--- config.mk ---
export PLATFORM = sky130hd
export DESIGN_NAME = alu_arbiter
export DESIGN_NICKNAME = d
export VERILOG_FILES = /design/src/rtl/alu_arbiter.sv
export SDC_FILE = /design/constraint.sdc
export NUM_CORES = 1
export LEC_CHECK = 0
export BUFFER_PORTS_ARGS = -buffer_cell sky130_fd_sc_hd__buf_2
export CAP_MARGIN = 20
export CORE_AREA = 2 2 124 126
export CTS_BUF_LIST = sky130_fd_sc_hd__clkbuf_2 sky130_fd_sc_hd__clkbuf_4 sky130_fd_sc_hd__clkbuf_8
export CTS_CLUSTER_DIAMETER = 30
export DETAILED_ROUTE_END_ITERATION = 8
export DIE_AREA = 0 0 126 128
export PLACE_DENSITY = 0.67
export SYNTH_ARGS = -nofsm -noshare
export SYNTH_HDL_FRONTEND = slang
export SYNTH_SLANG_ARGS = --single-unit
--- constraint.sdc ---
create_clock -name clk -period 2.9 [get_ports clk]
set_input_delay 0.725 -clock clk [delete_from_list [all_inputs] [get_ports clk]]
set_output_delay 0.725 -clock clk [all_outputs]
set_load 0.005 [all_outputs]
--- src/rtl/alu_arbiter.sv ---
// Round-robin arbiter sharing one combinational ALU between two requesters.
// Operands are registered onto the ALU bus and the result is returned over a valid/ready response.
module alu_arbiter #(
    parameter int WIDTH     = 32,
    parameter int SEL_W     = 4,
    parameter bit PRIO_INIT = 1'b0
) (
    input  logic             clk,
    input  logic             rst,
    input  logic             req0_valid,
    output logic             req0_ready,
    input  logic [WIDTH-1:0] req0_a,
    input  logic [WIDTH-1:0] req0_b,
    input  logic [SEL_W-1:0] req0_sel,
    input  logic             req1_valid,
    output logic             req1_ready,
    input  logic [WIDTH-1:0] req1_a,
    input  logic [WIDTH-1:0] req1_b,
    input  logic [SEL_W-1:0] req1_sel,
    output logic             rsp0_valid,
    input  logic             rsp0_ready,
    output logic [WIDTH-1:0] rsp0_result,
    output logic             rsp0_zero,
    output logic             rsp0_carry,
    output logic             rsp0_ovf,
    output logic             rsp1_valid,
    input  logic             rsp1_ready,
    output logic [WIDTH-1:0] rsp1_result,
    output logic             rsp1_zero,
    output logic             rsp1_carry,
    output logic             rsp1_ovf,
    output logic [WIDTH-1:0] alu_a,
    output logic [WIDTH-1:0] alu_b,
    output logic [SEL_W-1:0] alu_sel,
    input  logic [WIDTH-1:0] alu_out,
    input  logic             alu_zero,
    input  logic             alu_carry,
    input  logic             alu_ovf
);

    typedef enum logic [1:0] {IDLE, EXEC, RESP} state_t;

    state_t           state;
    logic             prio;
    logic             owner;
    logic [WIDTH-1:0] result_q;
    logic             zero_q;
    logic             carry_q;
    logic             ovf_q;
    logic             gnt0;
    logic             gnt1;
    logic             rsp_done;

    // prio names the requester that wins when both are valid
    always_comb begin
        gnt0       = req0_valid & (~req1_valid | ~prio);
        gnt1       = req1_valid & (~req0_valid | prio);
        req0_ready = (state == IDLE) & ~rst & gnt0;
        req1_ready = (state == IDLE) & ~rst & gnt1;
        rsp_done   = owner ? rsp1_ready : rsp0_ready;
    end

    always_ff @(posedge clk) begin
        if (rst) begin
            state      <= IDLE;
            prio       <= PRIO_INIT;
            owner      <= 1'b0;
            alu_a      <= '0;
            alu_b      <= '0;
            alu_sel    <= '0;
            result_q   <= '0;
            zero_q     <= 1'b0;
            carry_q    <= 1'b0;
            ovf_q      <= 1'b0;
            rsp0_valid <= 1'b0;
            rsp1_valid <= 1'b0;
        end else begin
            case (state)
                IDLE: begin
                    if (req0_valid && req0_ready) begin
                        alu_a   <= req0_a;
                        alu_b   <= req0_b;
                        alu_sel <= req0_sel;
                        owner   <= 1'b0;
                        state   <= EXEC;
                    end else if (req1_valid && req1_ready) begin
                        alu_a   <= req1_a;
                        alu_b   <= req1_b;
                        alu_sel <= req1_sel;
                        owner   <= 1'b1;
                        state   <= EXEC;
                    end
                end
                EXEC: begin
                    result_q   <= alu_out;
                    zero_q     <= alu_zero;
                    carry_q    <= alu_carry;
                    ovf_q      <= alu_ovf;
                    rsp0_valid <= ~owner;
                    rsp1_valid <= owner;
                    state      <= RESP;
                end
                RESP: begin
                    if (rsp_done) begin
                        rsp0_valid <= 1'b0;
                        rsp1_valid <= 1'b0;
                        prio       <= ~owner;
                        state      <= IDLE;
                    end
                end
                default: state <= IDLE;
            endcase
        end
    end

    // both response ports show the shared capture registers; valid qualifies them
    always_comb begin
        rsp0_result = result_q;
        rsp0_zero   = zero_q;
        rsp0_carry  = carry_q;
        rsp0_ovf    = ovf_q;
        rsp1_result = result_q;
        rsp1_zero   = zero_q;
        rsp1_carry  = carry_q;
        rsp1_ovf    = ovf_q;
    end

endmodule

Word level (Yosys, flattened, before mapping)
Cells that the tools add are included.
W data, S select, Z words.

storage, ports and cells
  register bits = 109
  input bits = 177
  output and inout port bits = 142
  logic and storage cells = 53

operators by class
  equal/unequal tests = 4
  muxes and demuxes = 16
  bitwise logic cells = 12
  reductions and logical operators = 9

operators with widths
  kind                  count
  $mux W32              4
  $mux W4               2
  $reduce_and A2 Y1     4
  $mux W2               3
  $pmux W2 S3           1
  $and A1 B1 Y1         5
  $not A1 Y1            5
  $mux W1               4
  $pmux W1 S2           2
  $reduce_bool A2 Y1    2
  $ne A3 B1 Y1 const B  1
  $eq A2 B1 Y1 const B  1
  $eq A2 B2 Y1 const B  1
  $logic_and A1 B1 Y1   2
  $logic_not A2 Y1      1
  $ne A2 B2 Y1 const B  1
  $or A1 B1 Y1          2

Depth between registers and ports, before layout
  depth in word-level cells = 8
  gate-level depth with buffers = 7
  depth with buffers taken out = 3

Worst setup path after synthesis
OpenSTA, ideal clock, no wires.

  kind = input to output
  start point = input rst
  end point = output req0_ready
  arrival = 1.531 ns
  data required time = 2.175 ns
  path slack = 0.644 ns
  stages = 5
  buffers on the path = 3
  path through = or3_1 > buf_2 > buf_6 > buf_6 > nor2_1

on the way
  word-level cells in the longest chain between the ends = 3

RTL lines
  item                         RTL line  text
  start, declared              9         input logic rst,
  $not A1 Y1                   58        req0_ready = (state == IDLE) & ~rst & gnt0;
  $and A1 B1 Y1 (2 in series)  58
  end, declared                11        output logic req0_ready,

Every way passes these cells.

Final worst setup path
  start point = register state[1]
  end point = output req0_ready

on the way
  word-level cells in the longest chain between the ends = 3

RTL lines
  item                         RTL line  text
  start, declared              43        state_t state;
  start signal, assigned       65        state <= IDLE;
  start signal, assigned       85        state <= EXEC;
  start signal, assigned       91        state <= EXEC;
  $logic_not A2 Y1             58
  $and A1 B1 Y1 (2 in series)  58

Every way passes these cells.

==> metrics <==
Yosys warning count 0; Synth Register Bits 109; pin count of the biggest net entering global routing 91; Clock Sink Count 109; worst slew pin tran 0.8692 ns; RR Startpoint state[1]; DRC 0; Post-DP HPWL 11.63 mm; CTS resizes 0; Synth Area per Inst 8.249 um2; final hold vios 0; Mapped Nets 801; Overflow after GRT 0; max-cap violations 0; RSZ-0062 raised after global routing false; first-pass GRT wire length 26.82 mm; ant diodes 0; critical path peak fanout 9; Reg2Reg Capture Point alu_sel[2]; Layout area overhead 30.41%; Worst Hold Class reg -> reg; Initial Utilization 0.3463; pwr dens 532.2 nW/um2; setup ws final 0.5369 ns; final core utilization 0.4516; Critical Path Sink Type output pin; CORE AREA 14860 um2; fin crit period 2.363 ns; hold endpoint rsp0_result[25]; worst slack, placed 0.5566 ns; Seq/Total Area, Yosys 0.4239; post-route ant nets 0; vias 5544; Boundary Pins 319; Detailed Routing Iterations Pass 1 4; clock buffer depth 2; WL final 17.26 mm; Vias/cell 5.265; post-synthesis cell count 624; status completed; Pleak 2.992 nW; Worst slew margin 0.4205; kind of critical path reg -> out; routability congestion estimate 0.8371; clock insertion delay at the later pin of the skew report 0.39 ns; Avg WL per Cell 16.39 um; nets 1037; number of flops mapped to enable cells by yosys 0; CP arrival 1.64 ns; CP startpoint kind flip-flop; TritonCTS buffer count 9; Final Max Tran Viols 0; share of cells above drive strength 1 0.4266; Port Buffer Count 318; Post-Syn Area 5147 um2; Global Route Usage Sum 0.2058; async set-reset flop share out of synthesis 0; initial antenna violation count 1; hold_buf cts 0; post-CTS setup buffers 0; hold wc startpoint rsp0_result[25]; Die X 126 um; worst r2r path cells 4; die area 16130 um2; ys flop type dfxtp_1; setup TNS 0 ns; Peak supply drop 0.2224 mV; Clock transition at path regs 0.10 ns; period utilization 0.8148; CTS Root Buffer Type clkbuf_8; Final setup viols 0; Achievable Freq 0.4232 GHz; # H-tree levels 3; setup slack, reg-to-reg 0.95 ns; DRT iter0 DRCs 197; CTS tree built; FP Rows 45; data required time of the critical path 2.17 ns; Hold Path Depth 2; vias in the first global route 5180; synth unique cells 31; worst clock skew 0.01094 ns; Die H 128 um
## area by class of cell
| class | count | area (um2) |
|---|---|---|
| clock buffer | 9 | 123.9 |
| clock inverter | 7 | 81.33 |
| fill | 1570 | 8152 |
| multi-input combinational | 405 | 2331 |
| sequential | 109 | 2182 |
| tap | 188 | 235.2 |
| timing repair buffer | 335 | 1759 |
## worst max path at each step
stage                     cells after the start     start          to
after detailed placement                      4       rst  req0_ready
final                                         3  state[1]  req0_ready
after global placement                        4       rst  req0_ready
after floorplan                               5       rst  req0_ready
after global routing                          3  state[1]  req0_ready
after CTS                                     3  state[1]  req0_ready
## state kept, by name, summed over array words and instances (netlist names), 2 cells and up
signal / cells
alu_a: 32
alu_sel: 4
alu_b: 32
state: 2
rsp0_result: 32
## logic make-up after synthesis
group	synth area share
DFF	0.4239
muxes	0.001945
buffers and inverters	0.1254
and+or+nand+nor	0.1369
AOI/OAI and AO/OA	0.3119
## cell usage after synthesis, types with 2 or more instances
master	number	area [um2]
a21oi_1	105	525.5
a311oi_1	58	508.0
a311oi_2	10	150.1
buf_1	7	26.28
buf_2	24	120.1
buf_4	42	315.3
buf_6	6	67.56
clkbuf_1	31	116.4
dfxtp_1	109	2182
nand2_1	71	266.5
nand2b_1	2	12.51
nand3_1	68	340.3
nand3b_1	2	15.01
nor2_1	3	11.26
o21ai_0	13	65.06
o21ai_1	57	285.3
o21bai_1	2	15.01
## power breakdown
group | internal (mW) | total, mW | switching, mW
clock network | 0.414 | 0.981 | 0.567
logic | 0.382 | 0.876 | 0.495
registers | 1.63 | 1.71 | 0.0832
## critical path, cell delays in order (launching register included)
cell	delay, ns
dfxtp_1	0.43
or3_2	0.52
nor2_1	0.17
buf_2	0.14
## cells in the final DEF (no fill, tap or decap), drive strengths merged
| cell | count |
|---|---|
| or3 | 1 |
| or2 | 1 |
| nand3b | 2 |
| clkinv | 3 |
| and2 | 1 |
| nand3 | 68 |
| a21bo | 1 |
| clkbuf | 9 |
| dfxtp | 109 |
| bufinv | 1 |
| buf | 335 |
| a221oi | 1 |
| o21bai | 2 |
| nor2b | 1 |
| nor2 | 3 |
| nand2 | 71 |
| a311oi | 68 |
| o21ai | 70 |
| a2111oi | 1 |
| nand2b | 2 |
| inv | 3 |
| mux2i | 1 |
| a21oi | 105 |
| o21ba | 1 |
| and3 | 1 |
| nor3 | 1 |
| a21boi | 2 |
| and3b | 1 |
## per-layer routing
layer  up-vias  part of all wire  global-route usage
met4         2             0.017             0.07369
met1      2536              0.40              0.2433
met5         -           0.00075                   0
met3        23             0.086             0.05134
li1       2725                 -                   -
met2       258              0.49              0.3627
## through the flow
step	hold slack [ns]	instances	area [um2]	power, mW
2_1_floorplan	0.4658	624	5147	2.285
3_3_place_gp	0.4522	1037	6507	2.629
3_5_place_dp	0.4584	1037	6507	2.634
4_1_cts	0.4741	1053	6713	3.623
5_1_grt	0.4979	1053	6713	3.792
6_report	0.4711	1053	6713	3.573
(Power assumes the default switching activity.)
